<file path="src/rtl/axi_rw_bridge_if.sv">
// AXI4 read/write channel bundle between the bridge (master)
// and the memory subsystem (slave).
interface axi_rw_bridge_if #(
    parameter int ADDR_W = 64
);
    logic              arvalid;
    logic              arready;
    logic [ADDR_W-1:0] araddr;
    logic [3:0]        arid;
    logic [7:0]        arlen;
    logic [2:0]        arsize;
    logic [1:0]        arburst;

    logic              rvalid;
    logic              rready;
    logic [63:0]       rdata;
    logic [1:0]        rresp;
    logic              rlast;

    logic              awvalid;
    logic              awready;
    logic [ADDR_W-1:0] awaddr;
    logic [3:0]        awid;
    logic [7:0]        awlen;
    logic [2:0]        awsize;
    logic [1:0]        awburst;

    logic              wvalid;
    logic              wready;
    logic [63:0]       wdata;
    logic [7:0]        wstrb;
    logic              wlast;

    logic              bvalid;
    logic              bready;
    logic [1:0]        bresp;

    modport master (
        output arvalid, araddr, arid, arlen, arsize, arburst,
        input  arready,
        input  rvalid, rdata, rresp, rlast,
        output rready,
        output awvalid, awaddr, awid, awlen, awsize, awburst,
        input  awready,
        output wvalid, wdata, wstrb, wlast,
        input  wready,
        input  bvalid, bresp,
        output bready
    );

    modport slave (
        input  arvalid, araddr, arid, arlen, arsize, arburst,
        output arready,
        output rvalid, rdata, rresp, rlast,
        input  rready,
        input  awvalid, awaddr, awid, awlen, awsize, awburst,
        output awready,
        input  wvalid, wdata, wstrb, wlast,
        output wready,
        output bvalid, bresp,
        input  bready
    );
endinterface

</file>
<file path="src/rtl/axi_rw_bridge.sv">
// Arbitrates fetch and data requests onto a single-outstanding,
// single-beat 64-bit AXI4 master; completion is a one-cycle ready.
module axi_rw_bridge #(
    parameter logic [3:0] AXI_ID = 4'd0,
    parameter int         ADDR_W = 64
) (
    input  logic              clk,
    input  logic              rst,
    input  logic              if_valid,
    input  logic [ADDR_W-1:0] if_addr,
    output logic              if_ready,
    output logic [31:0]       if_rdata,
    input  logic              mem_valid,
    input  logic              mem_wr,
    input  logic [ADDR_W-1:0] mem_addr,
    input  logic [63:0]       mem_wdata,
    input  logic [7:0]        mem_strb,
    output logic              mem_ready,
    output logic [63:0]       mem_rdata,
    output logic              bus_err,
    axi_rw_bridge_if.master   axi
);

    localparam logic [2:0] IDLE    = 3'd0;
    localparam logic [2:0] RD_ADDR = 3'd1;
    localparam logic [2:0] RD_DATA = 3'd2;
    localparam logic [2:0] WR_REQ  = 3'd3;
    localparam logic [2:0] WR_RESP = 3'd4;
    localparam logic [2:0] DONE    = 3'd5;

    logic [2:0]        state;
    logic [ADDR_W-1:0] addr_q;
    logic [63:0]       wdata_q;
    logic [7:0]        strb_q;
    logic              src_q;
    logic              err_q;
    logic              aw_done;
    logic              w_done;
    logic              aw_hs;
    logic              w_hs;
    logic              unused_bits;

    assign aw_hs = axi.awvalid & axi.awready;
    assign w_hs  = axi.wvalid & axi.wready;

    always_ff @(posedge clk or negedge rst) begin
        if (!rst) begin
            state     <= IDLE;
            addr_q    <= '0;
            wdata_q   <= '0;
            strb_q    <= '0;
            src_q     <= 1'b0;
            err_q     <= 1'b0;
            aw_done   <= 1'b0;
            w_done    <= 1'b0;
            if_rdata  <= '0;
            mem_rdata <= '0;
        end else begin
            unique case (state)
                IDLE: begin
                    aw_done <= 1'b0;
                    w_done  <= 1'b0;
                    err_q   <= 1'b0;
                    // data port wins over fetch
                    if (mem_valid) begin
                        addr_q  <= mem_addr;
                        wdata_q <= mem_wdata;
                        strb_q  <= mem_strb;
                        src_q   <= 1'b1;
                        state   <= mem_wr ? WR_REQ : RD_ADDR;
                    end else if (if_valid) begin
                        addr_q  <= if_addr;
                        wdata_q <= '0;
                        strb_q  <= '0;
                        src_q   <= 1'b0;
                        state   <= RD_ADDR;
                    end
                end
                RD_ADDR: begin
                    if (axi.arready) state <= RD_DATA;
                end
                RD_DATA: begin
                    if (axi.rvalid) begin
                        err_q <= |axi.rresp;
                        if (src_q) mem_rdata <= axi.rdata;
                        else if_rdata <= addr_q[2] ? axi.rdata[63:32]
                                                   : axi.rdata[31:0];
                        state <= DONE;
                    end
                end
                WR_REQ: begin
                    if (aw_hs) aw_done <= 1'b1;
                    if (w_hs) w_done <= 1'b1;
                    if ((aw_done | aw_hs) & (w_done | w_hs))
                        state <= WR_RESP;
                end
                WR_RESP: begin
                    if (axi.bvalid) begin
                        err_q <= |axi.bresp;
                        state <= DONE;
                    end
                end
                DONE:    state <= IDLE;
                default: state <= IDLE;
            endcase
        end
    end

    assign axi.arvalid = (state == RD_ADDR);
    assign axi.araddr  = {addr_q[ADDR_W-1:3], 3'b000};
    assign axi.arid    = AXI_ID;
    assign axi.arlen   = 8'd0;
    assign axi.arsize  = 3'b011;
    assign axi.arburst = 2'b01;
    assign axi.rready  = (state == RD_DATA);

    assign axi.awvalid = (state == WR_REQ) & ~aw_done;
    assign axi.awaddr  = {addr_q[ADDR_W-1:3], 3'b000};
    assign axi.awid    = AXI_ID;
    assign axi.awlen   = 8'd0;
    assign axi.awsize  = 3'b011;
    assign axi.awburst = 2'b01;
    assign axi.wvalid  = (state == WR_REQ) & ~w_done;
    assign axi.wdata   = wdata_q;
    assign axi.wstrb   = strb_q;
    assign axi.wlast   = 1'b1;
    assign axi.bready  = (state == WR_RESP);

    assign if_ready  = (state == DONE) & ~src_q;
    assign mem_ready = (state == DONE) & src_q;
    assign bus_err   = (state == DONE) & err_q;

    assign unused_bits = ^{axi.rlast, addr_q[1:0]};

endmodule

</file>
<file path="src/flat_wrapper.sv">
// flat-port wrapper written by rule: the top's interface ports become plain ports
module axi_rw_bridge_flat 
#(
    parameter logic [3:0] AXI_ID = 4'd0,
    parameter int         ADDR_W = 64
)
  (clk, rst, if_valid, if_addr, if_ready, if_rdata, mem_valid, mem_wr, mem_addr, mem_wdata, mem_strb, mem_ready, mem_rdata, bus_err, axi_arvalid, axi_araddr, axi_arid, axi_arlen, axi_arsize, axi_arburst, axi_arready, axi_rvalid, axi_rdata, axi_rresp, axi_rlast, axi_rready, axi_awvalid, axi_awaddr, axi_awid, axi_awlen, axi_awsize, axi_awburst, axi_awready, axi_wvalid, axi_wdata, axi_wstrb, axi_wlast, axi_wready, axi_bvalid, axi_bresp, axi_bready);
  axi_rw_bridge_if #(.ADDR_W(ADDR_W)) axi_i ();
  input  logic clk;
  input  logic rst;
  input  logic if_valid;
  input  logic [ADDR_W-1:0] if_addr;
  output logic if_ready;
  output logic [31:0] if_rdata;
  input  logic mem_valid;
  input  logic mem_wr;
  input  logic [ADDR_W-1:0] mem_addr;
  input  logic [63:0] mem_wdata;
  input  logic [7:0] mem_strb;
  output logic mem_ready;
  output logic [63:0] mem_rdata;
  output logic bus_err;
  output wire logic [$bits(axi_i.arvalid)-1:0] axi_arvalid;
  output wire logic [$bits(axi_i.araddr)-1:0] axi_araddr;
  output wire logic [$bits(axi_i.arid)-1:0] axi_arid;
  output wire logic [$bits(axi_i.arlen)-1:0] axi_arlen;
  output wire logic [$bits(axi_i.arsize)-1:0] axi_arsize;
  output wire logic [$bits(axi_i.arburst)-1:0] axi_arburst;
  input wire logic [$bits(axi_i.arready)-1:0] axi_arready;
  input wire logic [$bits(axi_i.rvalid)-1:0] axi_rvalid;
  input wire logic [$bits(axi_i.rdata)-1:0] axi_rdata;
  input wire logic [$bits(axi_i.rresp)-1:0] axi_rresp;
  input wire logic [$bits(axi_i.rlast)-1:0] axi_rlast;
  output wire logic [$bits(axi_i.rready)-1:0] axi_rready;
  output wire logic [$bits(axi_i.awvalid)-1:0] axi_awvalid;
  output wire logic [$bits(axi_i.awaddr)-1:0] axi_awaddr;
  output wire logic [$bits(axi_i.awid)-1:0] axi_awid;
  output wire logic [$bits(axi_i.awlen)-1:0] axi_awlen;
  output wire logic [$bits(axi_i.awsize)-1:0] axi_awsize;
  output wire logic [$bits(axi_i.awburst)-1:0] axi_awburst;
  input wire logic [$bits(axi_i.awready)-1:0] axi_awready;
  output wire logic [$bits(axi_i.wvalid)-1:0] axi_wvalid;
  output wire logic [$bits(axi_i.wdata)-1:0] axi_wdata;
  output wire logic [$bits(axi_i.wstrb)-1:0] axi_wstrb;
  output wire logic [$bits(axi_i.wlast)-1:0] axi_wlast;
  input wire logic [$bits(axi_i.wready)-1:0] axi_wready;
  input wire logic [$bits(axi_i.bvalid)-1:0] axi_bvalid;
  input wire logic [$bits(axi_i.bresp)-1:0] axi_bresp;
  output wire logic [$bits(axi_i.bready)-1:0] axi_bready;
  assign axi_arvalid = axi_i.arvalid;
  assign axi_araddr = axi_i.araddr;
  assign axi_arid = axi_i.arid;
  assign axi_arlen = axi_i.arlen;
  assign axi_arsize = axi_i.arsize;
  assign axi_arburst = axi_i.arburst;
  assign axi_i.arready = axi_arready;
  assign axi_i.rvalid = axi_rvalid;
  assign axi_i.rdata = axi_rdata;
  assign axi_i.rresp = axi_rresp;
  assign axi_i.rlast = axi_rlast;
  assign axi_rready = axi_i.rready;
  assign axi_awvalid = axi_i.awvalid;
  assign axi_awaddr = axi_i.awaddr;
  assign axi_awid = axi_i.awid;
  assign axi_awlen = axi_i.awlen;
  assign axi_awsize = axi_i.awsize;
  assign axi_awburst = axi_i.awburst;
  assign axi_i.awready = axi_awready;
  assign axi_wvalid = axi_i.wvalid;
  assign axi_wdata = axi_i.wdata;
  assign axi_wstrb = axi_i.wstrb;
  assign axi_wlast = axi_i.wlast;
  assign axi_i.wready = axi_wready;
  assign axi_i.bvalid = axi_bvalid;
  assign axi_i.bresp = axi_bresp;
  assign axi_bready = axi_i.bready;
  axi_rw_bridge #(.AXI_ID(AXI_ID), .ADDR_W(ADDR_W)) u_core (.clk(clk), .rst(rst), .if_valid(if_valid), .if_addr(if_addr), .if_ready(if_ready), .if_rdata(if_rdata), .mem_valid(mem_valid), .mem_wr(mem_wr), .mem_addr(mem_addr), .mem_wdata(mem_wdata), .mem_strb(mem_strb), .mem_ready(mem_ready), .mem_rdata(mem_rdata), .bus_err(bus_err), .axi(axi_i));
endmodule
</file>
<file path="config.mk">
export PLATFORM = sky130hd
export DESIGN_NAME = axi_rw_bridge_flat
export DESIGN_NICKNAME = d
export VERILOG_FILES = /design/src/rtl/axi_rw_bridge_if.sv /design/src/rtl/axi_rw_bridge.sv /design/src/flat_wrapper.sv
export SDC_FILE = /design/constraint.sdc
export NUM_CORES = 1
export LEC_CHECK = 0
export CAP_MARGIN = 15
export CORE_AREA = 2 2 240 242
export DETAILED_ROUTE_END_ITERATION = 8
export DIE_AREA = 0 0 242 244
export GPL_TIMING_DRIVEN = 0
export MAX_ROUTING_LAYER = met4
export PLACE_DENSITY = 0.45
export SLEW_MARGIN = 25
export SYNTH_ARGS = -nofsm -noshare
export SYNTH_HDL_FRONTEND = slang
export SYNTH_SLANG_ARGS = --single-unit
</file>
<file path="constraint.sdc">
create_clock -name clk -period 2.2 [get_ports clk]
set_input_delay 0.44 -clock clk [delete_from_list [all_inputs] [get_ports clk]]
set_output_delay 0.44 -clock clk [all_outputs]
set_load 0.03 [all_outputs]
</file>
Word level (Yosys, flattened, before mapping). Cells that the tools add are included.

Word-level logic and storage cells: 72. Bits of input ports: 279. Flip-flop bits (word level): 239. Output and inout port bits: 339.

Muxes and demuxes: 24. Bitwise operators: 13. Equal/unequal tests: 12. Reductions and logical operators: 13.

Operators with widths (number): $mux 64 (4); $mux 32 (1); $mux 3 (6); $mux 8 (2); $pmux 3 s5 (1); $reduce_and 3->1 (3); $and 1x1->1 (8); $ne 2x1->1 const B (4); $eq 3x2->1 const B (2); $eq 3x3->1 const B (2); $mux 1 (6); $reduce_and 2->1 (3); $reduce_and 5->1 (1); $ne 2x2->1 const B (2); $pmux 1 s2 (2); $reduce_bool 2->1 (2); $reduce_or 2->1 (2); $eq 3x1->1 const B (1); $logic_not 3->1 (1); $ne 3x3->1 const B (1); $not 1->1 (3); $pmux 1 s3 (1); $reduce_bool 3->1 (1); $mux 2 (1); $or 1x1->1 (2).

Longest topological paths before layout.
Depth in word-level cells: 7. Depth in mapped cells: 7. Depth with buffers taken out: 4.

Worst setup path before layout. OpenSTA, ideal clock, no wires.

Path kind: reg2out. Start point: register u_core.state[0]. End point: output port if_ready. Path slack: 89 ps. Required time: 1760 ps. Data arrival time: 1671 ps. Stages on the path, launching flop included: 3. Path buffers: 1. Path through: dfrtp_1 clkbuf_1 nor4b_1.

Word-level cells in the longest chain between the ends: 2.

Ends and longest elaborated chain: from (decl) (line axi_rw_bridge.sv:31) `logic [2:0] state;`; from (signal assigned) (line axi_rw_bridge.sv:70) `state <= mem_wr ? WR_REQ : RD_ADDR;`; $eq 3x3->1 (line axi_rw_bridge.sv:129) `assign if_ready = (state == DONE) & ~src_q;`; $and 1x1->1 (line axi_rw_bridge.sv:129); to (decl) (line flat_wrapper.sv:13) `output logic if_ready;`.

Every way passes these cells.

Worst setup path after layout.
Start point: register u_core.state[0]. End point: output port axi_bready.

Word-level cells in the longest chain between the ends: 1.

Ends and longest elaborated chain: $eq 3x3->1 (line axi_rw_bridge.sv:127) `assign axi.bready = (state == WR_RESP);`; to (decl) (line flat_wrapper.sv:49) `output wire logic [$bits(axi_i.bready)-1:0] axi_bready;`.

Every way passes these cells.

==> results.yml <==
routing:
  vias_per_cell: 3.860
  wl_per_cell_um: 19.30
  drt-total-wl_um: 45440
  antenna_left: 0
  drtIter0Drc: 241
  drc: 0
  vias: 9091
  drtPass1Iterations: 4
grt:
  antenna_found_initial: 7
  grt_pass1_vias: 9925
  grt-ovfl-total: 0
  grt_max_degree: 81
  track_usage: 0.1528
  grt_pass1_wl_um: 65970
cells_and_area:
  nNetsFinal: 1853
  synthToLayoutAreaGrowth_pct: 72.32
  final_layout_size_suffix_gt1_frac: 0.2215
  fillCellCount: 5786
clock_network:
  cts_root_buf: "clkbuf_16"
  cts_tree: "yes"
  clock_latency_ps: 580
  cts_buffer_depth: 3
  clkTransAtPathRegs_ps: 60
  h-tree-depth: 1
  numCtsBuffers: 30
  clock-sinks: 237
power_and_ir_drop:
  power.share.combinational: 0.565
  clock_power_share: 0.170
  power_switching_w: 0.01251
  switching_share: 0.4304
  seq_power_share: 0.264
  p_leak_nw: 8.993
  power.density_nw_per_um2: 1538
  p_int_w: 0.01655
  ir_drop_mv: 0.6189
synth:
  synth_warnings: 0
  syn_area_per_cell_um2: 11.92
  ys_types: 34
  synth_edf_count: 0
  netlist_instances: 920
  synth_ff_type: "dfrtp_1"
  ys_ff_latch: 237
  yosysTopAreaCellShare: 0.5408
  async_flop_share: 1.000
  ys_seq_area_frac: 0.5408
  synth_area_um2: 10970
  ys_top_cells_by_area: "dfrtp_1 (54%), buf_4 (12%), mux2i_1 (8.8%), mux2_2 (6.7%), a22o_1 (5.8%)"
  synth_top_area_cell: "dfrtp_1"
run_status:
  status: "completed"
timing:
  slew_viol_final: 0
  slew_headroom: 0.5651
  fmax_mhz: 460.6
  setup_slack_ps: 29.01
  fin_skew_ps: 24.68
  setup_viol: 0
  hold_viol_final: 0
  period_share: 0.9868
  worstMarginPinSlew_ps: 652.4
  min_period_ps: 2171
  rsz0062_at_grt: "true"
  setup_tns_ps: 0
worst_setup_path:
  slowest_stage: "dfrtp_1"
  arrival_ps: 1730
  cp_cell_sequence: "buf_4 -> or3_4 -> inv_2 -> buf_6"
  worstSetupPathType: "flop to output port"
  slowest_delay_ps: 420
  crit_path_max_fanout: 4
  worstPathRequired_ps: 1760
  end_kind: "output port"
  crit_path_start_kind: "flop"
die:
  die_w_um: 242
  core_area_um2: 56170
  ioPinCount: 618
  dieHeight_um: 244
  fp.dieArea_um2: 59050
  start_util: 0.1952
  row_count: 87
placed_design:
  port_buffers: 571
  post-place-ws_ps: -532.5
  hpwlAfterDp_um: 35540
  gp_congestion: 0.8199
hold_path:
  hold_class: "primary input to flop"
job:
  drv_cap: 0
## stage by stage
| stage | total power, W | hold slack, ps | utilization | cells | instance area, um2 |
|---|---|---|---|---|---|
| floorplan | 0.01738 | 144.4 | - | 959 | 11110 |
| global placement | 0.02471 | 468.2 | 0.3164 | 2286 | 17770 |
| detailed placement | 0.02479 | 475.8 | 0.3175 | 2288 | 17830 |
| CTS | 0.02953 | 407.7 | 0.3345 | 2348 | 18790 |
| global route | 0.03060 | 432.6 | 0.3364 | 2355 | 18900 |
| finish | 0.02906 | 453.3 | 0.3364 | 2355 | 18900 |
## power by group through the flow
stage / clock (W) / combinational (W) / sequential [W]
CTS: 0.00517 / 0.0167 / 0.00769
finish: 0.00495 / 0.0164 / 0.00768
global route: 0.00530 / 0.0173 / 0.00795
global placement: 0 / 0.0170 / 0.00770
floorplan: 0 / 0.00727 / 0.0101
detailed placement: 0 / 0.0171 / 0.00770
## cell type report
class | instances | area, um2 | area share
well taps | 756 | 945.9 | 0.05006
diodes | 5 | 12.51 | 0.0006622
inverters | 3 | 15.01 | 0.0007946
clock inverters | 8 | 130.1 | 0.006887
multi-input cells | 500 | 3585 | 0.1897
repair buffers | 583 | 5781 | 0.3059
plain buffers | 219 | 1653 | 0.08747
flip-flops and latches | 237 | 5931 | 0.3139
clock buffers | 44 | 843.3 | 0.04463
## path summary, 6_finish.rpt
path                                                  from                                to  slack, ps  cells past startpoint
hold / removal                               mem_wdata[48]  u_core.axi.wdata[48]$_DFFE_PN0P_        450                      2
setup reg to reg               u_core.state[1]$_DFFE_PN0P_     u_core.addr_q[40]$_DFFE_PN0P_        190                      8
setup / recovery               u_core.state[0]$_DFFE_PN0P_                        axi_bready         30                      4
min in group asynchronous                              rst   u_core.mem_rdata[7]$_DFFE_PN0P_        470                      2
max in group asynchronous                              rst     u_core.addr_q[31]$_DFFE_PN0P_        820                      3
hold reg to reg            u_core.if_rdata[23]$_DFFE_PN0P_   u_core.if_rdata[23]$_DFFE_PN0P_        480                      2
## synth_stat cells, types with 3 or more instances
master / count
a21oi_1: 3
a22o_1: 73
buf_2: 22
buf_4: 171
buf_6: 14
clkbuf_1: 9
clkbuf_8: 3
dfrtp_1: 237
inv_1: 3
mux2_2: 65
mux2i_1: 96
nand2_1: 96
nor2_1: 6
o21ai_0: 69
o21ai_1: 30
## repair_timing
item / 4_1_cts / 5_1_grt
buffers inserted: 7 / 2
endpoints found under the hold margin: 78 / 0
hold buffers: 1 / 0
setup endpoints to repair: 102 / 46
resized for setup: 155 / 31
pin swaps: 2 / 0
## routing by layer
layer	track usage	routed length (um)	vias to the layer above
met5	-	0	-
met2	0.2656	23380	328
met4	0.04630	1083	0
li1	-	-	4313
met1	0.1755	18210	4395
met3	0.03424	2767	55
## critical path: cells and delay by family (launching register included)
kind	cells	cell delay [ps]
buffers and inverters	3	340
flip-flops	1	420
AND/OR/NAND/NOR	1	380
## kinds of logic (layout without fill, tap and decap cells)
| family | Yosys count | count (layout) | synth area share |
|---|---|---|---|
| AOI/OAI and AO/OA | 182 | 182 | 0.1099 |
| other | 2 | 46 | 0.0006849 |
| and+or+nand+nor | 116 | 116 | 0.04484 |
| muxes | 161 | 161 | 0.1544 |
| DFF | 237 | 237 | 0.5408 |
| buffers and inverters | 222 | 857 | 0.1494 |
## flip-flops by register name (all words and copies together) (netlist names)
name              cells
u_core.addr_q        62
u_core.aw_done        1
u_core.axi.wdata     64
u_core.axi.wstrb      8
u_core.err_q          1
u_core.if_rdata      32
u_core.mem_rdata     64
u_core.src_q          1
u_core.state          3
u_core.w_done         1
## cells in the final DEF, fill, tap and decap left out, types with 41 or more instances in the layout
cell type / n
clkdlybuf4s50_1: 445
dfrtp_1: 237
buf_4: 180
mux2i_1: 96
nand2_1: 95
dlygate4sd2_1: 94
a22o_1: 73
o21ai_0: 69
mux2_2: 65
conb_1: 41
No activity file was read; power rests on OpenSTA's default activity.
